**config.mk**
```make
export PLATFORM = sky130hd
export DESIGN_NAME = vai_reg_initiator
export DESIGN_NICKNAME = d
export VERILOG_FILES = /design/src/rtl/vai_reg_initiator.sv
export SDC_FILE = /design/constraint.sdc
export NUM_CORES = 1
export LEC_CHECK = 0
export ABC_AREA = 1
export CORE_UTILIZATION = 45
export CTS_BUF_LIST = sky130_fd_sc_hd__clkbuf_8
export DETAILED_ROUTE_END_ITERATION = 6
export PLACE_DENSITY = 0.85
export RECOVER_POWER = 25
export REMOVE_ABC_BUFFERS = 1
export SETUP_SLACK_MARGIN = 0.2
export SYNTH_ARGS = -nofsm -noshare
export SYNTH_HDL_FRONTEND = slang
export SYNTH_SLANG_ARGS = --single-unit
```
**constraint.sdc**
```tcl
create_clock -name Clk_i -period 1.4 [get_ports Clk_i]
set_input_delay 0.35 -clock Clk_i [delete_from_list [all_inputs] [get_ports Clk_i]]
set_output_delay 0.35 -clock Clk_i [all_outputs]
set_load 0.02 [all_outputs]
```
**src/rtl/vai_reg_initiator.sv**
```systemverilog
// VAI register-access initiator: turns single read/write commands into VAI request frames and collects the ack.
// Optional response timeout is enabled by defining VAI_INITIATOR_TIMEOUT_EN.
module vai_reg_initiator #(
  parameter int unsigned TIMEOUT = 64
) (
  input  logic       Clk_i,
  input  logic       Reset_n_i,
  input  logic       CmdValid_i,
  output logic       CmdAccept_o,
  input  logic       CmdWrite_i,
  input  logic [3:0] CmdAddr_i,
  input  logic [7:0] CmdData_i,
  output logic       RspValid_o,
  input  logic       RspAccept_i,
  output logic [7:0] RspData_o,
  output logic       RspError_o,
  output logic       RspProtErr_o,
  output logic [7:0] Dout_o,
  output logic       DoutValid_o,
  output logic       DoutStart_o,
  output logic       DoutStop_o,
  input  logic       DoutAccept_i,
  input  logic [7:0] Din_i,
  input  logic       DinValid_i,
  input  logic       DinStart_i,
  input  logic       DinStop_i,
  output logic       DinAccept_o
);

  typedef enum logic [2:0] {
    S_IDLE,
    S_SEND_HEADER,
    S_SEND_DATA,
    S_GET_HEADER,
    S_GET_DATA,
    S_GET_FOOTER,
    S_RESPOND
  } state_t;

  // Out-of-range TIMEOUT is rejected at elaboration rather than silently wrapping the counter.
  if (TIMEOUT < 2 || TIMEOUT > 65535) begin : g_bad_timeout
    $error("vai_reg_initiator: TIMEOUT must be in 2..65535");
  end

  state_t      r_state;
  state_t      w_state_nxt;
  logic [7:0]  r_hdr;
  logic [7:0]  r_data;
  logic        r_write;
  logic [7:0]  r_dout;
  logic        r_dout_valid;
  logic        r_dout_start;
  logic        r_dout_stop;
  logic [7:0]  r_rsp_data;
  logic        r_rsp_err;
  logic        r_prot_err;

  logic        w_cmd_fire;
  logic        w_dout_fire;
  logic        w_din_fire;
  logic        w_in_get;
  logic        w_timeout;

  assign w_in_get    = (r_state == S_GET_HEADER) || (r_state == S_GET_DATA) ||
                       (r_state == S_GET_FOOTER);
  assign w_cmd_fire  = CmdValid_i && (r_state == S_IDLE);
  assign w_dout_fire = r_dout_valid && DoutAccept_i;
  assign w_din_fire  = DinValid_i && w_in_get;

`ifdef VAI_INITIATOR_TIMEOUT_EN
  localparam logic [15:0] TMO_LAST = 16'(TIMEOUT - 1);
  logic [15:0] r_tmo_cnt;

  // Counter restarts on every accepted ack beat; a beat in the expiry cycle wins over the timeout.
  always_ff @(posedge Clk_i or negedge Reset_n_i) begin
    if (!Reset_n_i)                 r_tmo_cnt <= '0;
    else if (!w_in_get || w_din_fire) r_tmo_cnt <= '0;
    else                            r_tmo_cnt <= r_tmo_cnt + 16'd1;
  end

  assign w_timeout = w_in_get && !w_din_fire && (r_tmo_cnt == TMO_LAST);
`else
  assign w_timeout = 1'b0;
`endif

  always_ff @(posedge Clk_i or negedge Reset_n_i) begin
    if (!Reset_n_i) r_state <= S_IDLE;
    else            r_state <= w_state_nxt;
  end

  always_comb begin
    w_state_nxt = r_state;
    case (r_state)
      S_IDLE:        if (CmdValid_i) w_state_nxt = S_SEND_HEADER;
      S_SEND_HEADER: if (w_dout_fire) w_state_nxt = r_write ? S_SEND_DATA : S_GET_HEADER;
      S_SEND_DATA:   if (w_dout_fire) w_state_nxt = S_GET_HEADER;
      S_GET_HEADER: begin
        if (w_timeout)       w_state_nxt = S_RESPOND;
        else if (w_din_fire) w_state_nxt = r_write ? S_GET_FOOTER : S_GET_DATA;
      end
      S_GET_DATA: begin
        if (w_timeout)       w_state_nxt = S_RESPOND;
        else if (w_din_fire) w_state_nxt = S_GET_FOOTER;
      end
      S_GET_FOOTER:  if (w_timeout || w_din_fire) w_state_nxt = S_RESPOND;
      S_RESPOND:     if (RspAccept_i) w_state_nxt = S_IDLE;
      default:       w_state_nxt = S_IDLE;
    endcase
  end

  // Request beats are registered; data beat is loaded one cycle after the header leaves, giving the gap.
  always_ff @(posedge Clk_i or negedge Reset_n_i) begin
    if (!Reset_n_i) begin
      r_hdr        <= '0;
      r_data       <= '0;
      r_write      <= 1'b0;
      r_dout       <= '0;
      r_dout_valid <= 1'b0;
      r_dout_start <= 1'b0;
      r_dout_stop  <= 1'b0;
      r_rsp_data   <= '0;
      r_rsp_err    <= 1'b0;
      r_prot_err   <= 1'b0;
    end else begin
      if (w_cmd_fire) begin
        r_hdr        <= {CmdAddr_i, 3'b000, CmdWrite_i};
        r_data       <= CmdData_i;
        r_write      <= CmdWrite_i;
        r_dout       <= {CmdAddr_i, 3'b000, CmdWrite_i};
        r_dout_valid <= 1'b1;
        r_dout_start <= 1'b1;
        r_dout_stop  <= !CmdWrite_i;
        r_rsp_data   <= '0;
        r_rsp_err    <= 1'b0;
        r_prot_err   <= 1'b0;
      end
      if ((r_state == S_SEND_HEADER || r_state == S_SEND_DATA) && w_dout_fire) begin
        r_dout       <= '0;
        r_dout_valid <= 1'b0;
        r_dout_start <= 1'b0;
        r_dout_stop  <= 1'b0;
      end else if (r_state == S_SEND_DATA && !r_dout_valid) begin
        r_dout       <= r_data;
        r_dout_valid <= 1'b1;
        r_dout_stop  <= 1'b1;
      end
      if (w_din_fire) begin
        case (r_state)
          S_GET_HEADER:
            if (!DinStart_i || DinStop_i || (Din_i != r_hdr)) r_prot_err <= 1'b1;
          S_GET_DATA: begin
            r_rsp_data <= Din_i;
            if (DinStart_i || DinStop_i) r_prot_err <= 1'b1;
          end
          S_GET_FOOTER: begin
            r_rsp_err <= Din_i[0];
            if (!DinStop_i || DinStart_i) r_prot_err <= 1'b1;
          end
          default: ;
        endcase
      end else if (w_timeout) begin
        r_rsp_data <= '0;
        r_rsp_err  <= 1'b1;
        r_prot_err <= 1'b1;
      end
    end
  end

  assign CmdAccept_o  = (r_state == S_IDLE);
  assign DinAccept_o  = w_in_get;
  assign RspValid_o   = (r_state == S_RESPOND);
  assign RspData_o    = r_rsp_data;
  assign RspError_o   = r_rsp_err;
  assign RspProtErr_o = r_prot_err;
  assign Dout_o       = r_dout;
  assign DoutValid_o  = r_dout_valid;
  assign DoutStart_o  = r_dout_start;
  assign DoutStop_o   = r_dout_stop;

endmodule
```
Word level (Yosys, flattened, before mapping)
Index checks and enable logic that the tools add are counted.
{"block": "word_totals", "register_bits": 38, "out_inout_bits": 24, "inputBits": 29}
{"block": "op_classes", "n_eq_ne": 14, "mux": 32, "reduce_logical": 20}
{"op": "8-bit 2-to-1 mux", "count": 6}
{"op": "3-bit 2-to-1 mux", "count": 7}
{"op": "3-bit case mux with 7 select lines", "count": 1}
{"op": "1-bit 2-to-1 mux", "count": 17}
{"op": "2-bit != test, second input constant", "count": 6}
{"op": "3-bit equality test, second input constant", "count": 3}
{"op": "8-bit != test", "count": 1}
{"op": "1-bit logical OR", "count": 7}
{"op": "7-bit AND reduction", "count": 1}
{"op": "3-bit by 2-bit equality test with 1-bit output, second input constant", "count": 2}
{"op": "1-bit logical AND", "count": 5}
{"op": "1-bit zero test", "count": 4}
{"op": "3-bit by 1-bit equality test with 1-bit output, second input constant", "count": 1}
{"op": "3-bit zero test", "count": 1}
{"op": "1-bit case mux with 3 select lines", "count": 1}
{"op": "3-bit nonzero test", "count": 1}
{"op": "2-bit by 1-bit != test with 1-bit output, second input constant", "count": 1}
{"op": "2-bit nonzero test", "count": 1}

Depth between registers and ports, before layout
{"block": "depth", "depth_word": 6, "depth_mapped": 10}

Worst setup path before layout
OpenSTA, ideal clock, no wires.
{"block": "synth_timing", "path_kind": "reg2reg", "startpoint": "reg r_state[0]", "endpoint": "reg r_state[1]", "t_arrival_ns": 1.261, "period_less_slack_ns": 1.377, "required_time_ns": 1.284, "setup_ns": 0.116, "setup_slack_ns": 0.023, "path_stages_with_launch": 10, "path_cell_list": "dfrtp_1 -> buf_6 -> inv_2 -> nand2_2 -> nor2_1 -> nand2_1 -> nand3_1 -> nor2_1 -> nand2_1 -> nand2_1"}
{"block": "synth_via", "word_cells_on_any_way": 19}
{"element": "start: declaration", "line": "45", "text": "state_t r_state;"}
{"element": "start signal: assignment", "line": "88", "text": "else r_state <= w_state_nxt;"}
{"element": "3-bit equality test (*)"}
{"element": "net RspValid_o", "line": "13", "text": "output logic RspValid_o,"}
{"element": "2-bit by 1-bit != test with 1-bit output (no line)"}
{"element": "7-bit AND reduction (no line)"}
The timed path passes the listed nets; every way through them passes the cells marked *.
A chain may end at the register's enable or synchronous reset.

Final worst setup path
{"block": "layout_timing", "startpoint": "reg r_state[1]", "endpoint": "reg r_state[0]"}
{"block": "layout_via", "elab_chain_cells": 6, "word_cells_on_any_way": 19}
{"element": "3-bit by 2-bit equality test with 1-bit output / 3-bit equality test (equally long branches)", "line": "64, 93"}
{"element": "1-bit logical OR (2 in a row)", "line": "64", "text": "assign w_in_get = (r_state == S_GET_HEADER) || (r_state == S_GET_DATA) ||"}
{"element": "1-bit logical AND", "line": "68", "text": "assign w_din_fire = DinValid_i && w_in_get;"}
{"element": "2-bit != test (no line)"}
{"element": "7-bit AND reduction (no line)"}
Parallel ways exist; a longest one is shown, timed or not.

==> flow_summary_export.csv <==
group,metric,value,unit
global_route,grt_max_degree,22,
setup_path,critical_path_class,"reg2reg",
clock_tree,cts_sinks,37,
sta,slew-limit-headroom,25.42,%
sta,skew,0.01222,ns
clock_tree,cts_tree,"built",
run_status,status,"complete, but fails checks",
setup_path,path_max_fanout,5,
global_route,antenna_found_initial,0,
sta,tightest_slew,1.119,ns
synth,synthDistinctLibCells,24,
sta,slew_violations,0,
sta,hold_violations,0,
power_and_ir_drop,ir_drop,1.145,mV
setup_path,arrival,1.73,ns
die,coreArea,4086,um^2
clock_tree,root_buffer,"clkbuf_8",
synth,synth_top_cell_by_area,"dfrtp_1",
placed_design,place.gp.congestion,0.7727,
route,routedWlPerCell,20.14,um
sta,setup_slack,-0.1419,ns
die,start_util,47.70,%
setup_path,worstPathRequired,1.59,ns
clock_tree,clock_latency,0.31,ns
run_status,violations,"negative setup slack",
die,die_h,67.82,um
route,drt_iter0_markers,188,
die,fp-row-count,23,
hold_path,hold_path_class,"in2async",
synth,netlist_top_cells_area,"dfrtp_1 47%, nand2_1 14%, o21ai_2 7.6%",
sta,max_freq,648.6,MHz
route,antenna_left,0,
route,viasPerCell,5.771,
run,timing.max_cap.violations,0,
synth,yosysSeqAreaShare,47.50,%
setup_path,cp_cell_sequence,"nor2_2 > buf_4 > buf_6 > buf_6 > nand3b_1 > nand4_1 > nand2_1 > nand2_1",
placed_design,place_area,2624,um^2
die,fp.dieW,67.82,um
route,dr.pass1.iters,5,
setup_path,cp-start-kind,"flop",
setup_path,max_stage_delay,0.46,ns
die,pin_count,53,
sta,post-route-period-util,110.1,%
layout,n_antenna_cell,0,
clock_tree,clk_pin_slew,0.08,ns
clock_tree,cts_max_path_buffers,2,
layout,drive_above_1_share,48.66,%
layout,post-route-cell-area,3447,um^2
route,totalWireLength,7.753,mm
clock_tree,htree_num_levels,2,
setup_path,critPathCaptureType,"flop",
clock_tree,hold_buffers,0,
global_route,grt-ovfl-total,0,
global_route,track_usage,30.88,%
synth,synth_warnings,0,
setup_path,r2r_slack,-0.14,ns
setup_path,cp_slowest_cell,"dfrtp_2",
global_route,grt_first_pass_wirelength,10.06,mm
clock_tree,cts_buffers,5,
placed_design,portBuffers,52,
synth,synth_cells,234,
die,die_area,4599,um^2
global_route,grt_pass1_vias,2060,
placed_design,hpwl,3.502,mm
power_and_ir_drop,p_per_area,2237,nW/um^2
layout,layout_commonest_cell,"nand2_1",
layout,finalNetCount,363,
synth,ys_ff_latch,37,
power_and_ir_drop,leakage,1.733,nW
sta,setup_violations,38,
sta,min_period,1.542,ns
layout,layout-area-overhead-vs-synth,76.83,%
setup_path,worstRegToRegCells,8,
route,drc,0,
synth,syn-cell-area,1949,um^2
layout,layout_common_cells,"50 x nand2_1, 35 x dfrtp_1, 33 x inv_1, 31 x buf_6",
power_and_ir_drop,p_total,7.710,mW
synth,synth_area_per_cell,8.331,um^2
route,route.vias.total,2222,
sta,rsz0062_at_grt,"yes",
synth,synth_top_area_share,47.50,%
==> routing by layer <==
layer / vias to the layer above / wire length [um] / track usage [%]
li1: 939 / - / -
met1: 1093 / 2802 / 36.65
met2: 145 / 4018 / 52.85
met3: 45 / 596 / 7.000
met4: 0 / 335 / 14.32
met5: - / 0 / 0
==> what timing repair did <==
item / in CTS / in global routing
endpoints found under the hold margin: 0 / 0
pin swaps: 18 / 13
gates resized for setup: 193 / 62
buffers inserted: 7 / 13
endpoints found under the setup margin: 61 / 61
gates cloned: 8 / 0
==> critical path: cells and delay by family, from the launching register on <==
family                 cells  cell delay, ns
buffers and inverters      3            0.34
DFF                        1            0.46
and+or+nand+nor            5            0.61
==> kinds of logic after synthesis <==
family | after synthesis | synth area share (%)
AO/OA/AOI/OAI | 41 | 14.44
AND/OR/NAND/NOR | 110 | 26.44
flip-flops | 37 | 47.50
buffers and inverters | 46 | 11.62
==> registers in the layout (all words and copies together) (netlist names) <==
register      count
RspData_o         8
r_data            8
RspProtErr_o      1
r_state           3
r_hdr             5
DoutStop_o        1
RspError_o        1
DoutValid_o       1
Dout_o            8
DoutStart_o       1
==> path summary, 6_finish.rpt <==
path / startpoint / endpoint
max in group asynchronous: Reset_n_i / r_state[0]$_DFFE_PN0P_
worst min-delay path: Reset_n_i / RspError_o$_DFF_PN0_
min in group Clk_i: r_data[1]$_DFFE_PN0P_ / Dout_o[1]$_DFFE_PN0P_
worst min register to register: r_data[1]$_DFFE_PN0P_ / Dout_o[1]$_DFFE_PN0P_
worst max register to register: r_state[1]$_DFFE_PN0P_ / r_state[0]$_DFFE_PN0P_
worst max-delay path: r_state[1]$_DFFE_PN0P_ / r_state[0]$_DFFE_PN0P_
==> through the flow <==
stage / setup WS (ns) / hold slack (ns) / cells / util [%] / setup TNS (ns)
2_1_floorplan: 0.03505 / 0.05441 / 228 / - / 0
3_3_place_gp: -0.2051 / 0.3083 / 349 / 64.21 / -3.319
3_5_place_dp: -0.2586 / 0.3214 / 349 / 64.21 / -4.204
4_1_cts: -0.06875 / 0.005090 / 372 / 76.00 / -0.2028
5_1_grt: -0.2158 / 0.2759 / 385 / 84.35 / -4.159
6_report: -0.1419 / 0.2304 / 385 / 84.35 / -2.106
==> synthesized netlist by cell type (all sizes together) <==
library cell  instances
nand4                 3
nand3                16
nand3b                1
o21ai                33
nand2                78
buf                   6
dfrtp                37
inv                  40
a31oi                 1
nor2                 12
a21oi                 7
==> cell type report <==
type,count,area [um^2]
Clock buffer,6,82.58
Clock inverter,2,33.78
Fill cell,193,639.4
Inverter,40,173.9
Multi-Input combinational cell,154,1142
Sequential cell,37,928.4
Tap cell,50,62.56
Timing Repair Buffer,93,974.7
Timing Repair inverter,3,48.80
==> power by group <==
group          internal [mW]  switching (mW)
clock                  0.574           0.412
combinational           2.11            2.66
sequential              1.54           0.405
total                   4.23            3.48
(Power assumes the default switching activity.)
